$ cat config.mk
export PLATFORM = sky130hd
export DESIGN_NAME = out_src_seq
export DESIGN_NICKNAME = d
export VERILOG_FILES = /design/src/rtl/out_src_seq_pkg.sv /design/src/rtl/vs_edge_det.sv /design/src/rtl/out_src_seq.sv
export SDC_FILE = /design/constraint.sdc
export NUM_CORES = 1
export LEC_CHECK = 0
export BUFFER_PORTS_ARGS = -buffer_cell sky130_fd_sc_hd__buf_2
export CAP_MARGIN = 40
export CORE_UTILIZATION = 53
export CTS_CLUSTER_DIAMETER = 120
export DETAILED_ROUTE_END_ITERATION = 16
export PLACE_DENSITY = 0.83
export SYNTH_ARGS = -nofsm -noshare
export SYNTH_HDL_FRONTEND = slang
export SYNTH_SLANG_ARGS = --single-unit
$ cat constraint.sdc
create_clock -name pclk -period 2.2 [get_ports pclk]
set_input_delay 0.33 -clock pclk [delete_from_list [all_inputs] [get_ports pclk]]
set_output_delay 0.33 -clock pclk [all_outputs]
set_load 0.01 [all_outputs]
$ cat src/rtl/out_src_seq_pkg.sv
// Shared FSM encoding and parameter defaults for the output-source switch sequencer.
package out_src_seq_pkg;

    typedef enum logic [1:0] {
        ST_RUN   = 2'd0,
        ST_DRAIN = 2'd1,
        ST_MUTE  = 2'd2
    } state_e;

    localparam int   MUTE_FRAMES_DEF = 2;
    localparam int   VS_TIMEOUT_DEF  = 1048576;
    localparam logic VS_ACTIVE_DEF   = 1'b0;

    function automatic int min1(input int v);
        return (v < 1) ? 1 : v;
    endfunction

endpackage

$ cat src/rtl/vs_edge_det.sv
// Vsync leading-edge detector: one registered previous sample, combinational compare.
module vs_edge_det #(
    parameter logic VS_ACTIVE = 1'b0
) (
    input  logic clk,
    input  logic rst,
    input  logic vsync,
    output logic lead_edge
);

    logic prev_q;

    always_ff @(posedge clk or posedge rst) begin
        if (rst) prev_q <= 1'b0;
        else     prev_q <= vsync;
    end

    assign lead_edge = (prev_q != VS_ACTIVE) && (vsync == VS_ACTIVE);

endmodule

$ cat src/rtl/out_src_seq.sv
// Output source switch sequencer: drains the old source to a frame boundary, then
// holds the output muted for a number of new-source frames before releasing it.
module out_src_seq
    import out_src_seq_pkg::*;
#(
    parameter int   MUTE_FRAMES = MUTE_FRAMES_DEF,
    parameter int   VS_TIMEOUT  = VS_TIMEOUT_DEF,
    parameter logic VS_ACTIVE   = VS_ACTIVE_DEF
) (
    input  logic       pclk,
    input  logic       reset,
    input  logic       sel_req,
    input  logic       vsync_sc,
    input  logic       vsync_vg,
    output logic       src_sel,
    output logic       mute,
    output logic       vg_reset,
    output logic       busy,
    output logic       timeout_flag,
    output logic [7:0] switch_cnt
);

    localparam int TMR_W = min1($clog2(VS_TIMEOUT));
    localparam int FRM_W = min1($clog2(MUTE_FRAMES + 1));
    localparam logic [TMR_W-1:0] TMR_LAST = TMR_W'(VS_TIMEOUT - 1);
    localparam logic [FRM_W-1:0] FRM_LAST = FRM_W'(MUTE_FRAMES);

    state_e           state_q, state_d;
    logic             sync1_q, sel_s_q;
    logic             src_sel_q, src_sel_d;
    logic             mute_q, mute_d;
    logic             busy_q, busy_d;
    logic             vg_reset_q, vg_reset_d;
    logic             tflag_q, tflag_d;
    logic [7:0]       cnt_q, cnt_d;
    logic [TMR_W-1:0] timer_q, timer_d;
    logic [FRM_W-1:0] frame_q, frame_d, frame_inc;
    logic             edge_sc, edge_vg, cur_edge;

    vs_edge_det #(.VS_ACTIVE(VS_ACTIVE)) u_edge_sc (
        .clk(pclk), .rst(reset), .vsync(vsync_sc), .lead_edge(edge_sc)
    );
    vs_edge_det #(.VS_ACTIVE(VS_ACTIVE)) u_edge_vg (
        .clk(pclk), .rst(reset), .vsync(vsync_vg), .lead_edge(edge_vg)
    );

    // In DRAIN this is the old source's edge; in MUTE src_sel already points at the new one.
    assign cur_edge = src_sel_q ? edge_sc : edge_vg;

    always_comb begin
        state_d   = state_q;
        src_sel_d = src_sel_q;
        mute_d    = mute_q;
        busy_d    = busy_q;
        tflag_d   = tflag_q;
        cnt_d     = cnt_q;
        timer_d   = timer_q;
        frame_d   = frame_q;
        frame_inc = frame_q + 1'b1;
        case (state_q)
            ST_RUN: begin
                if (sel_s_q != src_sel_q) begin
                    state_d = ST_DRAIN;
                    mute_d  = 1'b1;
                    busy_d  = 1'b1;
                    timer_d = '0;
                    frame_d = '0;
                    tflag_d = 1'b0;
                end
            end
            ST_DRAIN: begin
                if (sel_s_q == src_sel_q) begin
                    state_d = ST_RUN;
                    mute_d  = 1'b0;
                    busy_d  = 1'b0;
                end else if (cur_edge || timer_q == TMR_LAST) begin
                    // an edge coinciding with the timeout counts as a clean edge
                    state_d   = ST_MUTE;
                    src_sel_d = sel_s_q;
                    timer_d   = '0;
                    frame_d   = '0;
                    tflag_d   = !cur_edge;
                end else begin
                    timer_d = timer_q + 1'b1;
                end
            end
            ST_MUTE: begin
                if (sel_s_q != src_sel_q) begin
                    state_d = ST_DRAIN;
                    timer_d = '0;
                    frame_d = '0;
                    tflag_d = 1'b0;
                end else if (frame_q == FRM_LAST || (cur_edge && frame_inc == FRM_LAST)) begin
                    state_d = ST_RUN;
                    mute_d  = 1'b0;
                    busy_d  = 1'b0;
                    cnt_d   = cnt_q + 1'b1;
                end else if (cur_edge) begin
                    frame_d = frame_inc;
                    timer_d = '0;
                end else if (timer_q == TMR_LAST) begin
                    state_d = ST_RUN;
                    mute_d  = 1'b0;
                    busy_d  = 1'b0;
                    cnt_d   = cnt_q + 1'b1;
                    tflag_d = 1'b1;
                end else begin
                    timer_d = timer_q + 1'b1;
                end
            end
            default: state_d = ST_RUN;
        endcase
        vg_reset_d = (state_d == ST_RUN) && src_sel_d;
    end

    always_ff @(posedge pclk or posedge reset) begin
        if (reset) begin
            sync1_q    <= 1'b0;
            sel_s_q    <= 1'b0;
            state_q    <= ST_RUN;
            src_sel_q  <= 1'b0;
            mute_q     <= 1'b0;
            busy_q     <= 1'b0;
            vg_reset_q <= 1'b0;
            tflag_q    <= 1'b0;
            cnt_q      <= '0;
            timer_q    <= '0;
            frame_q    <= '0;
        end else begin
            sync1_q    <= sel_req;
            sel_s_q    <= sync1_q;
            state_q    <= state_d;
            src_sel_q  <= src_sel_d;
            mute_q     <= mute_d;
            busy_q     <= busy_d;
            vg_reset_q <= vg_reset_d;
            tflag_q    <= tflag_d;
            cnt_q      <= cnt_d;
            timer_q    <= timer_d;
            frame_q    <= frame_d;
        end
    end

    assign src_sel      = src_sel_q;
    assign mute         = mute_q;
    assign busy         = busy_q;
    assign vg_reset     = vg_reset_q;
    assign timeout_flag = tflag_q;
    assign switch_cnt   = cnt_q;

endmodule

* Word-level counts from Yosys, hierarchy flattened
Index checks and enable logic that the tools add are counted. W data, S select, Z words.
Cells by class: eq/ne operators 20, mux-type cells 45, add/sub/neg operators 3, reduce and logical (&&, ||, !) cells 16, bitwise gates (word level) 3
Operator list (number):
- $mux W20 | 7
- $pmux W20 S3 | 1
- $mux W2 | 13
- $mux W8 | 3
- $add A20 B1 Y20 const B | 1
- $eq A20 B20 Y1 const B | 1
- $ne A3 B3 Y1 const B | 6
- $mux W1 | 17
- $pmux W2 S3 | 2
- $reduce_and A6 Y1 | 2
- $ne A2 B2 Y1 const B | 5
- $add A8 B1 Y8 const B | 1
- $reduce_and A7 Y1 | 1
- $eq A2 B2 Y1 const B | 3
- $pmux W1 S3 | 2
- $reduce_and A5 Y1 | 1
- $logic_and A1 B1 Y1 | 4
- $logic_not A2 Y1 | 2
- $ne A4 B4 Y1 const B | 1
- $reduce_and A4 Y1 | 1
- $not A1 Y1 | 3
- $reduce_bool A3 Y1 | 1
- $add A2 B1 Y2 const B | 1
- $eq A2 B1 Y1 const B | 1
- 6 further kinds | 7
Storage, ports and cells: register bits after elaboration 40, logic and storage cells 99

* Depth between registers and ports, before layout
Gate-level depths: netlist of run 1.
word-level depth 10, mapped depth 10

* By module
A second synthesis of run 1 with hierarchy kept.
Second synthesis, totals: cell total of the unflattened synthesis 260, area total of the unflattened synthesis 2491.1 um2
By module, submodules not included:
- out_src_seq | seq. area each 950.9 um2, times used 1, area each 2406.1 um2, cells an instance 254
- vs_edge_det | seq. area each 25.0 um2, times used 2, area each 42.5 um2, cells an instance 3

* Worst setup path before layout of run 1
Ideal clock, no wire load.
path kind register to register, start register state_q[0], end register timer_q[5], cell stages (with the launch flop) 10, setup slack -193 ps, data arrival time 2302 ps, buffers on the path 2, required time 2108 ps, cell sequence dfrtp_1 -> inv_1 -> ha_1 -> or4_1 -> o22a_2 -> o21bai_4 -> or2_1 -> buf_6 -> buf_6 -> o31ai_2
On the way: word-level cells in the longest chain between the ends 3, elaborated cells on any way between the ends 10
RTL lines:
- start, declared | RTL line out_src_seq.sv:28 | state_e state_q, state_d;
- start signal, assigned | RTL line out_src_seq.sv:132 | state_q <= state_d;
- $eq A2 B2 Y1 (tied with other cells) | RTL line out_src_seq.sv:60 | case (state_q)
- $ne A4 B4 Y1 (no source line) (tied with other cells)
- $reduce_and A5 Y1 (no source line)
- end signal, assigned | RTL line out_src_seq.sv:139 | timer_q <= timer_d;
- end, declared | RTL line out_src_seq.sv:36 | logic [TMR_W-1:0] timer_q, timer_d;
Several ways; a longest one is shown, not always the timed one. A chain may end at the register's enable or synchronous reset.

* Worst setup path in the final report of run 1
start register state_q[0], end register timer_q[18]
Same word-level chain as after synthesis.

==> results of run 1 <==
==> per-layer routing <==
| metal | GRT usage (%) | vias to the layer above | part of all wire, % |
|---|---|---|---|
| met3 | 6.25 | 7 | 3.6 |
| met2 | 44.6 | 42 | 53 |
| met5 | 0 | - | 0 |
| met1 | 29.6 | 979 | 42 |
| met4 | 7.71 | 0 | 0.93 |
| li1 | - | 963 | - |
==> worst reg2reg max path: cells and delay by family, from the launching register on <==
family          cells  cell delay [ps]
fa+ha+maj           1              270
flops               1              430
simple gates        3              990
buf+inv             3              330
compound gates      1              200
==> cell usage in the layout, fill, tap and decap left out, types with 4 or more instances in the layout <==
master | synthesis | layout
o21ai_1 | 10 | 12
nand3_1 | 12 | 11
o31ai_2 | 5 | 10
nand2_1 | 20 | 20
nor2b_1 | 5 | 5
inv_1 | 11 | 9
buf_4 | 2 | 28
o21ai_2 | 0 | 5
and3_1 | 7 | 7
a21oi_1 | 9 | 9
and4_1 | 4 | 4
o31ai_4 | 0 | 4
a31oi_1 | 5 | 5
nor3_1 | 8 | 8
xnor2_1 | 7 | 7
dfrtp_1 | 40 | 39
o21ai_0 | 18 | 11
ha_1 | 8 | 4
nand4_1 | 7 | 7
clkbuf_8 | 0 | 5
buf_2 | 3 | 17
nor2_1 | 18 | 17
==> layout make-up <==
| type | instances | share of cell area, % |
|---|---|---|
| clock buffers | 5 | 2.38 |
| well taps | 50 | 2.16 |
| repair buffers | 48 | 11.7 |
| clock inverters | 3 | 1.60 |
| inverters | 11 | 1.43 |
| multi-input cells | 179 | 46.2 |
| flip-flops and latches | 40 | 34.6 |
==> kinds of logic after synthesis <==
family | count (synthesis) | share of synthesized area, %
mux | 1 | 0.500
buf+inv | 21 | 4.67
flops | 40 | 44.4
xor+xnor | 9 | 3.83
compound gates | 69 | 20.8
simple gates | 92 | 21.3
fa+ha+maj | 8 | 4.44
==> synth_stat cells (2+ instances only) <==
library cell  number  area [µm²]
dfrtp_1           40        1000
nand2_1           20        75.1
nor2_1            18        67.6
o21ai_0           18        90.1
nand3_1           12        60.1
inv_1             11        41.3
o31ai_1           11        82.6
o21ai_1           10        50.1
a21oi_1            9        45.0
ha_1               8         100
nor3_1             8        40.0
and3_1             7        43.8
nand4_1            7        43.8
xnor2_1            7        61.3
a31oi_1            5        31.3
nor2b_1            5        31.3
o31ai_2            5        62.6
and4_1             4        35.0
buf_2              3        15.0
clkbuf_1           3        11.3
buf_4              2        15.0
buf_6              2        22.5
nand2b_1           2        12.5
nor3b_1            2        15.0
o41ai_1            2        17.5
==> flip-flops by register name, summed over array words and instances (netlist names) <==
signal,count
busy,1
frame_q,2
sel_s_q,1
src_sel,1
state_q,2
switch_cnt,8
sync1_q,1
timeout_flag,1
timer_q,20
u_edge_sc.prev_q,1
u_edge_vg.prev_q,1
vg_reset,1
==> metrics by stage <==
step | hold WS, ps | worst slack [ps] | power, W
6_report | 141 | -80.6 | 0.00283
5_1_grt | 131 | -166 | 0.00300
4_1_cts | 141 | -83.5 | 0.00274
3_5_place_dp | 345 | -170 | 0.00204
3_3_place_gp | 334 | -44.8 | 0.00202
2_1_floorplan | 331 | -75.0 | 0.00167
==> how the worst max path moves through the flow <==
stage | from | to | slack, ps
finish | state_q[0]$_DFF_PP0_ | timer_q[18]$_DFFE_PP0P_ | -80
global route | state_q[0]$_DFF_PP0_ | timer_q[18]$_DFFE_PP0P_ | -170
CTS | frame_q[0]$_DFFE_PP0P_ | timer_q[19]$_DFFE_PP0P_ | -80
detailed placement | frame_q[0]$_DFFE_PP0P_ | timer_q[19]$_DFFE_PP0P_ | -170
global placement | state_q[1]$_DFF_PP0_ | timer_q[17]$_DFFE_PP0P_ | -40
floorplan | state_q[1]$_DFF_PP0_ | timer_q[14]$_DFFE_PP0P_ | -70
==> power groups by stage <==
| stage | logic (W) | registers, W | clock network, W |
|---|---|---|---|
| global route | 0.00150 | 0.000848 | 0.000660 |
| floorplan | 0.000812 | 0.000860 | 0 |
| finish | 0.00137 | 0.000840 | 0.000622 |
| global placement | 0.00117 | 0.000851 | 0 |
| detailed placement | 0.00118 | 0.000857 | 0 |
| CTS | 0.00127 | 0.000841 | 0.000627 |
==> repair_timing <==
| item | in CTS | in global routing |
|---|---|---|
| hold endpoints to repair | 0 | 0 |
| pin swaps | 2 | 2 |
| endpoints found under the setup margin | 20 | 29 |
| setup buffers | 1 | 2 |
| gates resized for setup | 19 | 21 |
==> flow_metrics.env, run 1 <==
export IMPL_worst_r2r_cell_count=8
export IMPL_final_antenna_net_count=0
export IMPL_synth_edf_count=0
export IMPL_rsz0062_at_grt="yes"
export IMPL_port_buffers=17
export IMPL_syn_area_mm2=0.00225
export IMPL_synth_lib_cells_used_distinct=44
export IMPL_fin_cells=336
export IMPL_htreeDepth=2
export IMPL_required_ps=2440
export IMPL_cp_start_kind="register"
export IMPL_dpl_instance_area_mm2=0.00258
export IMPL_antenna_found_initial=0
export IMPL_vias=1991
export IMPL_final_core_util_pct=71.9
export IMPL_path_delay_family="simple AND/OR/NAND/NOR gates"
export IMPL_drtIter0Drc=130
export IMPL_ys_seq_area_share_pct=44.4
export IMPL_hold_violations=0
export IMPL_avgRoutedWirePerCell_um=15.8
export IMPL_dieArea_mm2=0.00451
export IMPL_worst_r2r_endpoint="timer_q[18]$_DFFE_PP0P_"
export IMPL_hold_path_startpoint="sel_req"
export IMPL_cp_depth=8
export IMPL_synthCells=240
export IMPL_drt_pass1_iterations=4
export IMPL_syn_nets=253
export IMPL_cp_arrival_ps=2520
export IMPL_cts_tree="yes"
export IMPL_cp_cell_sequence="inv_2 > ha_4 > inv_1 > nor3_1 > o311ai_4 > buf_4 > or4b_1 > nand2_1"
export IMPL_n_antenna_cell=0
export IMPL_min_path_type="input pin to register"
export IMPL_cts_buffers=5
export IMPL_drive_gt1_share_pct=32.5
export IMPL_power_density_mw_per_mm2=977
export IMPL_worstPathMaxFanout=8
export IMPL_crit_type="register to register"
export IMPL_p_comb_share_pct=48.3
export IMPL_peakVddDrop_mv=0.599
export IMPL_pwr_share_seq_pct=29.7
export IMPL_drc_errors=0
export IMPL_regArea_mm2=0.00100
export IMPL_cts_buffer_depth=2
export IMPL_placedCellCount=325
export IMPL_max_stage_delay_ps=500
export IMPL_grt_pass1_vias=1840
export IMPL_cap_viol_max_count=0
export IMPL_clk_pin_slew_ps=80
export IMPL_status="complete, but fails checks"
export IMPL_fin_setup_tns_ps=-771
export IMPL_violations="setup timing"
export IMPL_layout_setup_ws_ps=-80.6
export IMPL_holdPathStages=1
export IMPL_final_setup_viol_count=16
export IMPL_io_pins=18
export IMPL_cp_slowest_cell="or4b_1"
export IMPL_p_clk_share_pct=22.0
export IMPL_post_route_period_util_pct=104
export IMPL_grt_pass1_wl_um=8360
export IMPL_switchingPower_w=0.00111
export IMPL_end_kind="register"
export IMPL_power_internal_w=0.00172
export IMPL_ys_ff_latch=40
export IMPL_grt_start_max_net_pins=41
export IMPL_r2r_start="state_q[0]$_DFF_PP0_"
export IMPL_slew_viol_final=0
export IMPL_multi_input_area_mm2=0.00134
export IMPL_areaGrowthSynthToFinish_pct=28.6
export IMPL_relSlewSlack_pct=66.0
export IMPL_clock_sinks=40
export IMPL_fillers=290
export IMPL_cellLeakagePower_nw=1.31
export IMPL_finClkSkew_ps=7.25
export IMPL_die_h_um=67.2
export IMPL_std_cell_rows=23
export IMPL_r2r_slack_ps=-80
export IMPL_cts_hold_buffers=0
export IMPL_async_flop_share_pct=100
export IMPL_clk_latency_ps=300
export IMPL_ys_warnings_count=0
export IMPL_tightest_slew_ps=509
export IMPL_grt_overflow=0
export IMPL_initial_core_util_pct=55.9
export IMPL_core_mm2=0.00403
export IMPL_hold_path_endpoint="sync1_q$_DFF_PP0_"
export IMPL_nets=298
export IMPL_swShare_pct=39.1
export IMPL_synthFlopType="dfrtp_1"
export IMPL_avgSynthCellArea_um2=9.38
export IMPL_die_x_um=67.2
export IMPL_viasPerCell=5.93
export IMPL_gp_congestion=0.900
export IMPL_timing_fmax_ghz=0.438
export IMPL_crit_buf_inv=3
export IMPL_grt_usage_pct=25.1
export IMPL_dp_hpwl_um=3570
export IMPL_finalInstanceArea_mm2=0.00290
export IMPL_root_buffer="clkbuf_8"
export IMPL_wl_um=5290
export IMPL_fin_crit_ps=2280
No activity file was read; power rests on OpenSTA's default activity.
==> run 2, diff against run 1 <==
Settings changed: CORE_UTILIZATION 53 to 45, PLACE_DENSITY 0.83 to 0.73, SYNTH_HIERARCHICAL set to 1, TNS_END_PERCENT set to 100.
==> flow_metrics.env, run 2 <==
export IMPL_status="complete, no violations"
export IMPL_synthFlopType="dfrtp_1"
export IMPL_grt_pass1_vias=2083
export IMPL_htreeDepth=2
export IMPL_worstPathMaxFanout=20
export IMPL_holdWs_ps=133
export IMPL_async_flop_share_pct=100
export IMPL_clock_sinks=40
export IMPL_slew_viol_final=0
export IMPL_syn_area_mm2=0.00249
export IMPL_clk_latency_ps=300
export IMPL_yosys_top_cells_count="dfrtp_1, nor2_1, inv_1"
export IMPL_grt_overflow=0
export IMPL_cts_tree="yes"
export IMPL_die_x_um=76.4
export IMPL_cp_arrival_ps=2370
export IMPL_clk_pin_slew_ps=90
export IMPL_largest_register="timer_q"
export IMPL_end_kind="register"
export IMPL_synth_edf_count=0
export IMPL_gp_congestion=0.865
export IMPL_fin_crit_ps=2190
export IMPL_peakVddDrop_mv=0.380
export IMPL_groute_layer_met2_usage_pct=34.6
export IMPL_drive_gt1_share_pct=27.7
export IMPL_ys_warnings_count=6
export IMPL_cellLeakagePower_nw=1.38
export IMPL_core_mm2=0.00520
export IMPL_cts_buffer_depth=2
export IMPL_grtUsageMet1_pct=27.0
export IMPL_drt_pass1_iterations=4
export IMPL_drc_errors=0
export IMPL_initial_core_util_pct=47.9
export IMPL_ys_ff_latch=40
export IMPL_power_density_mw_per_mm2=831
export IMPL_final_antenna_net_count=0
export IMPL_synthDominantAreaCellType="dfrtp_1"
export IMPL_layout_common_cells="dfrtp_1, buf_4, nor2_1, inv_1, buf_2"
export IMPL_root_buffer="clkbuf_8"
export IMPL_std_cell_rows=26
export IMPL_yosys_top_cells_area="dfrtp_1, a221o_1, ha_1"
export IMPL_synth_lib_cells_used_distinct=57
export IMPL_die_h_um=76.4
export IMPL_final_setup_viol_count=0
export IMPL_cp_start_kind="register"
export IMPL_post_route_period_util_pct=99.4
export IMPL_drtIter0Drc=138
export IMPL_viasPerCell=5.87
export IMPL_synth_most_common_cell="dfrtp_1"
export IMPL_fillers=427
export IMPL_grt_use_met3_pct=3.47
export IMPL_timing_fmax_ghz=0.457
export IMPL_required_ps=2390
export IMPL_grt_usage_pct=21.0
export IMPL_n_antenna_cell=0
export IMPL_antenna_found_initial=0
export IMPL_grt_start_max_net_pins=39
export IMPL_avgRoutedWirePerCell_um=16.1
export IMPL_port_buffers=17
export IMPL_syn_nets=273
export IMPL_io_pins=18
export IMPL_hold_violations=0
export IMPL_cts_buffers=5
export IMPL_vias=2230
export IMPL_areaGrowthSynthToFinish_pct=25.7
export IMPL_tightest_slew_ps=540
export IMPL_grt_pass1_wl_um=9830
export IMPL_finClkSkew_ps=11.0
export IMPL_finalPower_w=0.00260
export IMPL_cap_viol_max_count=0
export IMPL_crit_type="register to register"
export IMPL_min_path_type="input pin to register"
export IMPL_ys_seq_area_share_pct=40.2
export IMPL_largest_register_ffs=20
export IMPL_final_core_util_pct=60.1
export IMPL_grt_busiest_layer="met2"
export IMPL_dp_hpwl_um=4160
export IMPL_nets=322
export IMPL_rsz0062_at_grt="yes"
export IMPL_avgSynthCellArea_um2=9.58
export IMPL_relSlewSlack_pct=63.6
export IMPL_netlist_area_leader_share_pct=40.2
export IMPL_synthCells=260
export IMPL_wl_um=6110
export IMPL_final_common_cell="dfrtp_1"
export IMPL_dieArea_mm2=0.00584
run 2: cell count changes in the layout (fill, tap and decap cells not counted), moves of 5 or more:
cell      before  now
xor2_1         1    6
o211ai_1       0    6
o31ai_2       10    0
nor2b_1        5    0
nand3_1       11   16
o21ai_1       12    0
inv_1          9   17
o21ai_2        5    0
a221o_1        0   10
run 2: routing by layer:
metal,vias up,share of wire (%)
met4,0,1.7
met5,-,0
li1,1075,-
met1,1099,44
met3,10,3.2
met2,46,51
run 2: power breakdown:
| part | total, W | switching [W] | internal [W] |
|---|---|---|---|
| sequential | 0.000834 | 0.0000429 | 0.000791 |
| combinational | 0.00114 | 0.000642 | 0.000497 |
| clock | 0.000628 | 0.000286 | 0.000342 |
run 2: cells by family (layout without fill, tap and decap cells):
logic type | count (synthesis) | count (layout) | synth area share (%)
AO/OA/AOI/OAI | 65 | 65 | 20.8
XOR/XNOR | 9 | 9 | 3.16
adder cells (fa/ha/maj) | 8 | 8 | 4.02
buffers and inverters | 28 | 78 | 4.92
flip-flops | 40 | 40 | 40.2
multiplexers | 6 | 6 | 2.56
AND/OR/NAND/NOR | 104 | 104 | 24.3
run 2: repair_timing:
item | 4_1_cts | 5_1_grt
pin swaps | 0 | 5
setup buffers | 0 | 3
hold buffers | 1 | 0
gates resized for setup | 1 | 17
endpoints found under the hold margin | 2 | 0
setup endpoints to repair | 1 | 23
run 2: cell type report:
class / count / area (µm²) / share of cell area (%)
multi-input combinational: 192 / 1470 / 47.1
clock inverter: 3 / 47.5 / 1.52
timing repair buffer: 53 / 387 / 12.4
clock buffer: 5 / 68.8 / 2.20
inverter: 17 / 63.8 / 2.04
tap: 70 / 87.6 / 2.80
sequential: 40 / 1000 / 32.0
run 2: worst max-delay path: stages (launching register included):
cell	delay (ps)
dfrtp_1	390
inv_1	80
ha_1	210
nor4b_4	230
nor2_1	80
a311oi_2	400
buf_12	200
o211ai_2	160
o311ai_1	330
run 2: stage by stage:
step / TNS (ps) / area [µm²] / std cells / worst slack, ps
after floorplan: 0 / 2490 / 260 / 48.6
after global placement: 0 / 2880 / 368 / 87.0
after detailed placement: -1.14 / 2880 / 368 / -1.14
after CTS: 0 / 3010 / 377 / 18.0
after global routing: -94.2 / 3130 / 380 / -94.2
final: 0 / 3130 / 380 / 13.1
run 2: final timing paths:
kind / startpoint / endpoint / slack (ps) / cells past startpoint
max: state_q[0]$_DFF_PP0_ / timer_q[2]$_DFFE_PP0P_ / 10 / 8
min: sel_req / sync1_q$_DFF_PP0_ / 130 / 1
max reg2reg: state_q[0]$_DFF_PP0_ / timer_q[2]$_DFFE_PP0P_ / 10 / 8
min reg2reg: sync1_q$_DFF_PP0_ / sel_s_q$_DFF_PP0_ / 360 / 0
max in group asynchronous: reset / src_sel$_DFF_PP0_ / 1110 / 4
min in group asynchronous: reset / u_edge_sc/prev_q$_DFF_PP0_ / 420 / 3
==> run 3, diff against run 2 <==
Settings changed: CORE_ASPECT_RATIO set to 1.75.
==> flow_metrics.env, run 3 (same netlist as run 2, synthesis figures left out) <==
export IMPL_dieArea_mm2=0.00585
export IMPL_fin_crit_ps=2130
export IMPL_fillers=470
export IMPL_cp_arrival_ps=2320
export IMPL_crit_type="register to register"
export IMPL_finClkSkew_ps=7.63
export IMPL_slew_viol_final=0
export IMPL_relSlewSlack_pct=57.8
export IMPL_path_delay_family="simple AND/OR/NAND/NOR gates"
export IMPL_grt_start_max_net_pins=21
export IMPL_pre_cts_slack_ps=-15.6
export IMPL_grt_pass1_wl_um=10400
export IMPL_wl_um=6510
export IMPL_std_cell_rows=35
export IMPL_clk_pin_slew_ps=90
export IMPL_regArea_mm2=0.00100
export IMPL_layout_common_cells="dfrtp_1, buf_4, nor2_1, buf_2"
export IMPL_core_mm2=0.00530
export IMPL_fin_setup_tns_ps=0
export IMPL_multi_input_area_mm2=0.00147
export IMPL_cp_slowest_cell="or4_4"
export IMPL_gp_congestion=0.951
export IMPL_largest_register_ffs=20
export IMPL_clk_latency_ps=300
export IMPL_cellLeakagePower_nw=1.41
export IMPL_cts_tree="yes"
export IMPL_grt_usage_pct=23.5
export IMPL_grt_pass1_vias=2308
export IMPL_htreeDepth=2
export IMPL_drc_errors=0
export IMPL_peakVddDrop_mv=0.451
export IMPL_cts_buffers=5
export IMPL_final_setup_viol_count=0
export IMPL_end_kind="register"
export IMPL_crit_buf_inv=1
export IMPL_avgRoutedWirePerCell_um=16.6
export IMPL_rsz0062_at_grt="yes"
export IMPL_port_buffers=17
export IMPL_largest_register="timer_q"
export IMPL_post_route_period_util_pct=97.0
export IMPL_drt_pass1_iterations=4
export IMPL_timing_fmax_ghz=0.468
export IMPL_tightest_slew_ps=627
export IMPL_grt_overflow=0
export IMPL_areaGrowthSynthToFinish_pct=27.5
export IMPL_drive_gt1_share_pct=30.5
export IMPL_status="complete, no violations"
export IMPL_antenna_found_initial=0
export IMPL_required_ps=2380
export IMPL_cp_cell_sequence="nand4_1 > or4_4 > o211ai_4 > a21boi_2 > buf_4 > a221o_1"
export IMPL_cts_buffer_depth=2
export IMPL_root_buffer="clkbuf_8"
export IMPL_hold_violations=0
export IMPL_die_x_um=58.2
export IMPL_nets=330
export IMPL_die_h_um=100
export IMPL_cap_viol_max_count=0
export IMPL_initial_core_util_pct=47.0
export IMPL_clock_sinks=40
export IMPL_max_stage_delay_ps=620
export IMPL_n_antenna_cell=0
export IMPL_drtIter0Drc=114
export IMPL_cp_start_kind="register"
export IMPL_power_density_mw_per_mm2=830
export IMPL_dp_hpwl_um=4700
export IMPL_worstPathMaxFanout=7
export IMPL_io_pins=18
export IMPL_final_antenna_net_count=0
export IMPL_layout_setup_ws_ps=65.2
export IMPL_viasPerCell=5.94
export IMPL_vias=2328
export IMPL_min_path_type="input pin to register"
-- run 3: area by class of cell --
class,count,area share [%]
Multi-Input combinational cell,192,46.4
Sequential cell,40,31.5
Timing Repair Buffer,61,13.5
Tap cell,74,2.91
Clock buffer,5,2.17
Inverter,17,2.01
Clock inverter,3,1.46
-- run 3: path summary, 6_finish.rpt --
| kind | startpoint | end | slack (ps) | cells after the start |
|---|---|---|---|---|
| min in group asynchronous | reset | u_edge_sc/prev_q$_DFF_PP0_ | 410 | 3 |
| max in group asynchronous | reset | timer_q[13]$_DFFE_PP0P_ | 1350 | 4 |
| hold / removal | sel_req | sync1_q$_DFF_PP0_ | 130 | 1 |
| setup / recovery | timer_q[15]$_DFFE_PP0P_ | timer_q[11]$_DFFE_PP0P_ | 70 | 6 |
| hold reg to reg | sync1_q$_DFF_PP0_ | sel_s_q$_DFF_PP0_ | 360 | 0 |
| setup reg to reg | timer_q[15]$_DFFE_PP0P_ | timer_q[11]$_DFFE_PP0P_ | 70 | 6 |
-- run 3: what timing repair did --
action | in CTS | in global routing
buffers inserted | 0 | 1
hold buffers | 1 | 0
resized for setup | 2 | 18
endpoints found under the setup margin | 12 | 22
endpoints found under the hold margin | 2 | 0
pin swaps | 0 | 8
gates cloned | 0 | 2
-- run 3: metrics by stage --
stage          instances  utilization (%)  total power, W  hold WS [ps]  area, µm²
5_1_grt              392             60.0         0.00277           122       3180
3_5_place_dp         380             55.3         0.00190           188       2930
4_1_cts              389             57.9         0.00254           123       3070
3_3_place_gp         380             55.3         0.00188           186       2930
6_report             392             60.0         0.00264           126       3180
2_1_floorplan        260                -         0.00148          58.7       2490
-- run 3: routing by layer --
| layer | up-vias | wire length (µm) | GRT usage, % |
|---|---|---|---|
| met5 | - | 0 | 0 |
| met4 | 0 | 370 | 16.5 |
| met3 | 29 | 159 | 3.09 |
| met2 | 58 | 3540 | 42.7 |
| met1 | 1151 | 2440 | 23.8 |
| li1 | 1090 | - | - |
-- run 3: power breakdown --
group | leakage, nW | switching (W) | internal [W]
clock | 0.0548 | 0.000289 | 0.000342
combinational | 0.840 | 0.000668 | 0.000505
sequential | 0.516 | 0.0000415 | 0.000790
